==> config.mk <==
export PLATFORM = sky130hd
export DESIGN_NAME = multicycle_control
export DESIGN_NICKNAME = d
export VERILOG_FILES = /design/src/rtl/multicycle_control.sv
export SDC_FILE = /design/constraint.sdc
export NUM_CORES = 1
export LEC_CHECK = 0
export ABC_CLOCK_PERIOD_IN_PS = 1400
export BUFFER_PORTS_ARGS = -buffer_cell sky130_fd_sc_hd__buf_4
export CAP_MARGIN = 10
export CORE_MARGIN = 2
export CORE_UTILIZATION = 38
export CTS_BUF_LIST = sky130_fd_sc_hd__clkbuf_8
export DETAILED_ROUTE_END_ITERATION = 16
export MAX_ROUTING_LAYER = met4
export PLACE_DENSITY = 0.7
export SLEW_MARGIN = 25
export SYNTH_ARGS = -nofsm -noshare
export SYNTH_HDL_FRONTEND = slang
export SYNTH_SLANG_ARGS = --single-unit
==> constraint.sdc <==
create_clock -name Clock -period 1.4 [get_ports Clock]
set_clock_uncertainty 0.05 [all_clocks]
set_input_delay 0.07 -clock Clock [delete_from_list [all_inputs] [get_ports Clock]]
set_output_delay 0.07 -clock Clock [all_outputs]
set_load 0.1 [all_outputs]
==> src/rtl/multicycle_control.sv <==
// multicycle_control: multi-cycle Moore sequencer for the 16-bit CPU datapath.
// Steps each instruction through FETCH, DECODE, EXEC, MEM and WB. It drives the
// datapath control lines and the PC/IR write enables, and stalls in MEM until
// the data memory reports MemReady.
//
// Ports:
//   Clock, Reset        rising-edge clock; asynchronous active-high reset
//   Enable              run permission, sampled only in FETCH
//   opcode[3:0]         instruction[15:12], valid from DECODE onward
//   MemReady            data memory finished the current access
//   IRWrite, PCWrite    instruction-register capture / PC update strobe
//   RegDst, Branch, MemRead, MemWrite, RegWrite, MemToReg, ALUSrc, ALUOp[1:0]
//                       datapath controls
//   Busy                high whenever the FSM is not in FETCH
//   IllegalOp           one-cycle pulse on an undefined opcode
//   InstrCount[15:0]    retired-instruction count
//
// Build option: define CTRL_PERF_CNT_EN to include the InstrCount counter.
// Without it, InstrCount is tied to zero and no counter flops are built.
module multicycle_control #(
  parameter logic [3:0] RESET_OPCODE = 4'b0000
) (
  input  logic        Clock,
  input  logic        Reset,
  input  logic        Enable,
  input  logic [3:0]  opcode,
  input  logic        MemReady,
  output logic        IRWrite,
  output logic        PCWrite,
  output logic        RegDst,
  output logic        Branch,
  output logic        MemRead,
  output logic        MemWrite,
  output logic        RegWrite,
  output logic        MemToReg,
  output logic        ALUSrc,
  output logic [1:0]  ALUOp,
  output logic        Busy,
  output logic        IllegalOp,
  output logic [15:0] InstrCount
);

  localparam int unsigned OP_W  = 4;
  localparam int unsigned CNT_W = 16;

  localparam logic [OP_W-1:0] OP_RTYPE = 4'b0000;
  localparam logic [OP_W-1:0] OP_ADDI  = 4'b0001;
  localparam logic [OP_W-1:0] OP_ANDI  = 4'b0010;
  localparam logic [OP_W-1:0] OP_ORI   = 4'b0011;
  localparam logic [OP_W-1:0] OP_BEQ   = 4'b0100;
  localparam logic [OP_W-1:0] OP_LW    = 4'b1000;
  localparam logic [OP_W-1:0] OP_SW    = 4'b1001;

  localparam logic [1:0] ALU_ADD   = 2'b00;
  localparam logic [1:0] ALU_SUB   = 2'b01;
  localparam logic [1:0] ALU_FUNCT = 2'b10;
  localparam logic [1:0] ALU_IMM   = 2'b11;

  typedef enum logic [2:0] {
    FETCH  = 3'd0,
    DECODE = 3'd1,
    EXEC   = 3'd2,
    MEM    = 3'd3,
    WB     = 3'd4
  } state_t;

  state_t          state_q, state_d;
  logic [OP_W-1:0] opcode_q, opcode_d;

  function automatic logic is_legal(input logic [OP_W-1:0] op);
    case (op)
      OP_RTYPE, OP_ADDI, OP_ANDI, OP_ORI, OP_BEQ, OP_LW, OP_SW: is_legal = 1'b1;
      default:                                                 is_legal = 1'b0;
    endcase
  endfunction

  function automatic logic is_itype(input logic [OP_W-1:0] op);
    is_itype = (op == OP_ADDI) || (op == OP_ANDI) || (op == OP_ORI);
  endfunction

  // State and opcode latch
  always_ff @(posedge Clock or posedge Reset) begin
    if (Reset) begin
      state_q  <= FETCH;
      opcode_q <= RESET_OPCODE;
    end else begin
      state_q  <= state_d;
      opcode_q <= opcode_d;
    end
  end

  // Next state and Moore control decode
  always_comb begin
    state_d   = state_q;
    IRWrite   = 1'b0;
    PCWrite   = 1'b0;
    RegDst    = 1'b0;
    Branch    = 1'b0;
    MemRead   = 1'b0;
    MemWrite  = 1'b0;
    RegWrite  = 1'b0;
    MemToReg  = 1'b0;
    ALUSrc    = 1'b0;
    ALUOp     = ALU_ADD;
    IllegalOp = 1'b0;
    Busy      = (state_q != FETCH);
    // The opcode input is valid in DECODE; the latch feeds EXEC and later.
    opcode_d  = (state_q == DECODE) ? opcode : opcode_q;

    case (state_q)
      FETCH: begin
        // The reset state is FETCH, so gate IRWrite to keep every output low in reset.
        IRWrite = Enable & ~Reset;
        if (Enable) state_d = DECODE;
      end

      DECODE: begin
        if (is_legal(opcode)) begin
          state_d = EXEC;
        end else begin
          // Illegal opcode retires as a 2-cycle NOP.
          PCWrite   = 1'b1;
          IllegalOp = 1'b1;
          state_d   = FETCH;
        end
      end

      EXEC: begin
        if (opcode_q == OP_RTYPE) begin
          ALUOp   = ALU_FUNCT;
          RegDst  = 1'b1;
          state_d = WB;
        end else if (is_itype(opcode_q)) begin
          ALUSrc  = 1'b1;
          ALUOp   = ALU_IMM;
          state_d = WB;
        end else if ((opcode_q == OP_LW) || (opcode_q == OP_SW)) begin
          ALUSrc  = 1'b1;
          ALUOp   = ALU_ADD;
          state_d = MEM;
        end else begin
          // BEQ: the datapath selects the target PC through the zero flag.
          ALUOp   = ALU_SUB;
          Branch  = 1'b1;
          PCWrite = 1'b1;
          state_d = FETCH;
        end
      end

      MEM: begin
        // Hold the address computation stable while the memory may stall.
        ALUSrc   = 1'b1;
        ALUOp    = ALU_ADD;
        MemRead  = (opcode_q == OP_LW);
        MemWrite = (opcode_q == OP_SW);
        if (MemReady) begin
          if (opcode_q == OP_LW) begin
            state_d = WB;
          end else begin
            PCWrite = 1'b1;
            state_d = FETCH;
          end
        end
      end

      WB: begin
        RegWrite = 1'b1;
        PCWrite  = 1'b1;
        // Hold EXEC's ALU controls so the write-back value stays stable.
        if (opcode_q == OP_RTYPE) begin
          ALUOp  = ALU_FUNCT;
          RegDst = 1'b1;
        end else if (is_itype(opcode_q)) begin
          ALUSrc = 1'b1;
          ALUOp  = ALU_IMM;
        end else begin
          MemToReg = 1'b1;
          ALUSrc   = 1'b1;
          ALUOp    = ALU_ADD;
        end
        state_d = FETCH;
      end

      default: state_d = FETCH;
    endcase
  end

`ifdef CTRL_PERF_CNT_EN
  logic [CNT_W-1:0] instr_count_q, instr_count_d;

  // Every instruction, illegal NOPs included, pulses PCWrite exactly once.
  always_comb begin
    instr_count_d = instr_count_q;
    if (PCWrite) instr_count_d = CNT_W'(instr_count_q + CNT_W'(1));
  end

  always_ff @(posedge Clock or posedge Reset) begin
    if (Reset) instr_count_q <= '0;
    else       instr_count_q <= instr_count_d;
  end

  assign InstrCount = instr_count_q;
`else
  assign InstrCount = CNT_W'(0);
`endif

endmodule

==> run_results.csv, run 1 <==
group,metric,value,unit
sta,postLayoutSetupSlackWorst,-0.251,ns
clocking,cts.sinks,7,
cells_and_area,layout-drive-gt1-share,70.3,%
route,drc,0,
route,drt-total-wl,2100,µm
logic_synthesis,syn_area_per_cell,8.49,µm²
cells_and_area,final_common_cell,"buf_4",
grt,antenna_found_initial,0,
cells_and_area,areaGrowthSynthToFinish,110,%
place,io_buffers,20,
outcome,violations,"negative setup slack",
logic_synthesis,synth_area,662,µm²
clocking,clk_latency,0.23,ns
floorplanning,num_rows,15,
route,routedWlPerCell,14.5,µm
worst_setup_path,reg2regPathDepth,6,
logic_synthesis,synthCells,78,
floorplanning,core,0.00169,mm²
logic_synthesis,synth_edf_count,0,
run,cap_violations,0,
grt,use_met1,23.3,%
floorplanning,die_h,45.7,µm
grt,grt_max_degree,9,
grt,grt_pass1_wl,3180,µm
floorplanning,die_x,45.7,µm
sta,max_freq,606,MHz
worst_setup_path,rrSetupSlack,-0.07,ns
sta,final.period_utilization,118,%
route,drtPass1Iterations,7,
logic_synthesis,seq_area_frac_synth,26.5,%
worst_setup_path,cp_max_fo,6,
sta,timing.final.crit_period,1.65,ns
worst_setup_path,cp.required,1.28,ns
min_path,worstHoldPathCells,3,
logic_synthesis,ys_types,33,
route,num_vias,736,
clocking,max-clock-path-buffers,2,
grt,grt_use_met3,1.98,%
grt,grt_busiest_layer,"met2",
worst_setup_path,cp-end-kind,"output port",
floorplanning,boundaryPins,37,
min_path,hold_path.class,"in -> reg",
worst_setup_path,worstReg2RegStart,"opcode_q[2]",
logic_synthesis,yosys_warnings,0,
cells_and_area,antenna_cells,0,
clocking,clk_pin_slew,0.04,ns
cells_and_area,final_cell_mix,"32 x buf_4, 16 x conb_1, 11 x buf_12",
route,drt_iter0_markers,16,
place,hpwl,1360,µm
sta,finalHoldViolCount,0,
min_path,min-delay-start,"opcode[3]",
cells_and_area,layout.nets,137,
clocking,cts_root_buffer,"clkbuf_8",
sta,setup-violations-final,15,
worst_setup_path,worstSetupPathType,"reg -> out",
worst_setup_path,start_kind,"flop",
cells_and_area,fillCellCount,94,
grt,grt_usage,22.5,%
logic_synthesis,async_flop_share,100,%
floorplanning,die_area,0.00209,mm²
logic_synthesis,ys_ff_latch,7,
worst_setup_path,crit_arrival,1.53,ns
min_path,holdPathEnd,"opcode_q[3]",
place,dpl_cell_area,0.00106,mm²
sta,fin_setup_tns,-2.20,ns
grt,grt_overflow,0,
cells_and_area,final_cell_area,0.00139,mm²
logic_synthesis,ys.flop_type,"dfrtp_1",
grt,grt_pass1_vias,749,
route,ant_nets,0,
outcome,status,"finished, violations left",
clocking,cts_tree,"done",
floorplanning,initial_core_util,39.2,%
worst_setup_path,r2r-end,"state_q[1]",
route,routed_via_density,5.08,
grt,met2_usage,40.0,%
sta,rsz0062_at_grt,"true",
place,gp_congestion,0.809,
sta,maxSlewViolCount,0,
clocking,cts_buffers,3,
clocking,ctsHtreeMaxLevel,1,
## flip-flops by register name, summed over array words and instances (netlist names)
name / flops
opcode_q: 4
state_q: 3
## worst max-delay path, cell delays in order, from the launching register on
cell and delay, ns:
dfrtp_2 0.46, nor3_4 0.21, a21boi_4 0.20, nor3b_4 0.23, buf_12 0.20
## final cells by class
cell class	instances	area, µm²	share of cell area [%]
inverter	3	15.0	1.08
clock buffer	3	41.3	2.98
multi-input combinational	63	572	41.2
tap	17	21.3	1.53
sequential	7	181	13.1
timing repair buffer	51	553	39.9
clock inverter	1	3.75	0.271
## metal layers
| metal | vias up | wire length, µm |
|---|---|---|
| met2 | 28 | 1090 |
| li1 | 351 | - |
| met3 | 8 | 61 |
| met5 | - | 0 |
| met1 | 349 | 853 |
| met4 | 0 | 97 |
## worst max-delay path by stage
stage / startpoint / end
after floorplan: opcode_q[3] / RegDst
after global placement: state_q[1] / RegDst
after detailed placement: state_q[1] / RegDst
after CTS: opcode_q[3] / RegDst
after global routing: opcode_q[2] / RegDst
final: opcode_q[2] / RegDst
## cell families (layout without fill, tap and decap cells)
group	Yosys count	in the layout	synth area share [%]
buf+inv	23	58	22.5
simple gates	28	28	27.4
compound gates	16	16	18.0
other cells	1	16	0.567
flops	7	7	26.5
mux	3	3	5.10
## Yosys cell counts, types with 2 or more instances
| master | instances | area [µm²] |
|---|---|---|
| nor3b_2 | 2 | 25.0 |
| mux2_2 | 3 | 33.8 |
| clkbuf_1 | 2 | 7.51 |
| nand2b_1 | 3 | 18.8 |
| nand2_1 | 2 | 7.51 |
| nor2b_1 | 2 | 12.5 |
| buf_4 | 16 | 120 |
| and3_1 | 2 | 12.5 |
| nand3_1 | 2 | 10.0 |
| nor2_1 | 5 | 18.8 |
| dfrtp_1 | 7 | 175 |
| buf_2 | 2 | 10.0 |
| inv_1 | 3 | 11.3 |
| or3_1 | 2 | 12.5 |
| a211oi_1 | 3 | 22.5 |
| a21oi_1 | 3 | 15.0 |
| nor3_1 | 3 | 15.0 |
## through the flow
| step | util (%) | setup slack, ns | std cells | hold WS (ns) |
|---|---|---|---|---|
| 2_1_floorplan | - | -0.969 | 93 | -0.172 |
| 3_3_place_gp | 63.0 | -0.0848 | 135 | 0.0126 |
| 3_5_place_dp | 63.0 | -0.0860 | 135 | 0.0197 |
| 5_1_grt | 82.1 | -0.304 | 145 | 0.0445 |
| 4_1_cts | 77.1 | -0.241 | 142 | 0.0238 |
| 6_report | 82.1 | -0.251 | 145 | 0.0332 |
## what timing repair did
item,in CTS,in global routing
pin swaps,7,11
endpoints found under the setup margin,15,18
gates resized for setup,44,15
hold endpoints to repair,7,0
hold buffers,1,0
setup buffers,2,4
Power of run 1 is left out: the tool's default activity adds up to more than one toggle a clock period on the data nets, which glitch-free logic cannot reach.
==> inputs of run 2 (changes only) <==
--- a/config.mk
+++ b/config.mk
@@ -5,15 +5,16 @@
 export SDC_FILE = /design/constraint.sdc
 export NUM_CORES = 1
 export LEC_CHECK = 0
-export ABC_CLOCK_PERIOD_IN_PS = 1400
+export ABC_CLOCK_PERIOD_IN_PS = 1350
 export BUFFER_PORTS_ARGS = -buffer_cell sky130_fd_sc_hd__buf_4
 export CAP_MARGIN = 10
 export CORE_MARGIN = 2
 export CORE_UTILIZATION = 38
 export CTS_BUF_LIST = sky130_fd_sc_hd__clkbuf_8
 export DETAILED_ROUTE_END_ITERATION = 16
+export HOLD_SLACK_MARGIN = 0.02
 export MAX_ROUTING_LAYER = met4
-export PLACE_DENSITY = 0.7
+export PLACE_DENSITY = 0.73
 export SLEW_MARGIN = 25
 export SYNTH_ARGS = -nofsm -noshare
 export SYNTH_HDL_FRONTEND = slang
==> constraint.sdc (replaced) <==
create_clock -name Clock -period 1.35 [get_ports Clock]
set_clock_uncertainty 0.05 [all_clocks]
set_input_delay 0.0675 -clock Clock [delete_from_list [all_inputs] [get_ports Clock]]
set_output_delay 0.0675 -clock Clock [all_outputs]
set_load 0.1 [all_outputs]
==> run 2 against run 1 <==
Compared with the run above:
- the run still ends with negative setup slack left
- final area increased by 6.9%
- die area unchanged
- global-route usage increased by 1.7 points
- register-to-register slack got worse by 0.05 ns
- critical endpoint is now PCWrite
==> run_results.csv, run 2 (synthesis gave the netlist of run 1 again) <==
group,metric,value,unit
cells_and_area,antenna_cells,0,
cells_and_area,reg_top3,"opcode_q x4, state_q x3",
worst_setup_path,worstSetupPathType,"reg -> out",
route,drtPass1Iterations,4,
place,dpl_cell_area,0.00109,mm²
grt,grt_max_degree,9,
worst_setup_path,cp_max_fo,6,
clocking,clk_latency,0.22,ns
min_path,holdPathEnd,"opcode_q[2]",
sta,fin_setup_tns,-3.60,ns
cells_and_area,areaGrowthSynthToFinish,124,%
route,routedWlPerCell,17.1,µm
min_path,worstHoldPathCells,2,
min_path,hold_path.class,"in -> reg",
cells_and_area,largest_reg_flops,4,
cells_and_area,layout-drive-gt1-share,73.7,%
route,drt-total-wl,2570,µm
worst_setup_path,cp.required,1.23,ns
clocking,cts.sinks,7,
worst_setup_path,crit_arrival,1.57,ns
sta,timing.final.crit_period,1.69,ns
outcome,violations,"negative setup slack",
sta,max_freq,592,MHz
grt,grt_overflow,0,
floorplanning,die_area,0.00209,mm²
sta,setup-violations-final,19,
worst_setup_path,cp-end-kind,"output port",
worst_setup_path,rrSetupSlack,-0.12,ns
grt,grt_pass1_vias,762,
place,pre_cts_ws,-0.166,ns
cells_and_area,final_cell_mix,"36 x buf_4, 16 x conb_1, 12 x buf_12",
sta,final.period_utilization,125,%
grt,grt_usage,24.3,%
grt,grt_pass1_wl,3520,µm
worst_setup_path,start_kind,"flop",
place,io_buffers,20,
outcome,status,"finished, violations left",
worst_setup_path,reg2regPathDepth,4,
floorplanning,die_h,45.7,µm
cells_and_area,final_common_cell,"buf_4",
sta,finalHoldViolCount,0,
worst_setup_path,r2r-end,"opcode_q[1]",
min_path,min-delay-start,"opcode[2]",
route,drc,0,
place,hpwl,1550,µm
clocking,cts_tree,"done",
run,cap_violations,0,
route,ant_nets,0,
floorplanning,initial_core_util,39.2,%
place,gp_congestion,0.806,
cells_and_area,final_cell_area,0.00148,mm²
clocking,max-clock-path-buffers,2,
floorplanning,num_rows,15,
worst_setup_path,worstReg2RegStart,"state_q[1]",
cells_and_area,top_register,"opcode_q",
cells_and_area,final_util,87.8,%
floorplanning,boundaryPins,37,
cells_and_area,layout.nets,142,
clocking,cts_root_buffer,"clkbuf_8",
clocking,clk_pin_slew,0.04,ns
floorplanning,die_x,45.7,µm
floorplanning,core,0.00169,mm²
route,num_vias,765,
clocking,ctsHtreeMaxLevel,1,
route,drt_iter0_markers,10,
route,routed_via_density,5.10,
sta,maxSlewViolCount,0,
clocking,cts_buffers,3,
sta,postLayoutSetupSlackWorst,-0.339,ns
sta,rsz0062_at_grt,"true",
grt,antenna_found_initial,0,
-- run 2: per-stage QoR --
step | hold slack (ns) | cells
floorplan | -0.171 | 93
global placement | 0.0200 | 136
detailed placement | 0.0210 | 136
CTS | 0.0267 | 143
global route | 0.0378 | 150
finish | 0.0324 | 150
-- run 2: layout make-up --
cell class | count | area [µm²]
Inverter | 3 | 15.0
Clock buffer | 3 | 41.3
Fill cell | 80 | 206
Sequential cell | 7 | 183
Multi-Input combinational cell | 63 | 616
Tap cell | 17 | 21.3
Timing Repair Buffer | 56 | 603
Clock inverter | 1 | 3.75
-- run 2: what timing repair did --
action / 4_1_cts / 5_1_grt
pin swaps: 9 / 6
buffers inserted: 2 / 9
hold buffers: 1 / 0
gates resized for setup: 57 / 10
hold endpoints to repair: 7 / 0
endpoints found under the setup margin: 19 / 19
-- run 2: how the worst max path moves through the flow --
stage               slack [ns]  cells after the start   startpoint      end
floorplan                -1.02                      4  opcode_q[3]   RegDst
global placement         -0.12                      4  opcode_q[3]   RegDst
detailed placement       -0.17                      4  opcode_q[3]   RegDst
CTS                      -0.31                      4  opcode_q[3]   RegDst
global route             -0.37                      5  opcode_q[2]  PCWrite
finish                   -0.34                      5  opcode_q[2]  PCWrite
-- run 2: metal layers --
layer  global-route usage [%]  routed length [µm]  vias to the layer above
met5                        -                   0                        -
met4                     6.86                   0                        0
met3                     1.19                  89                        0
met2                     45.4                1510                       28
met1                     27.6                 966                      381
li1                         -                   -                      356
-- run 2: worst max-delay path: stages (launching register included) --
cell	delay, ns
dfrtp_2	0.45
buf_4	0.17
a21oi_2	0.19
o21a_1	0.22
o221ai_4	0.12
buf_12	0.19
Power of run 2 is left out for the same reason.
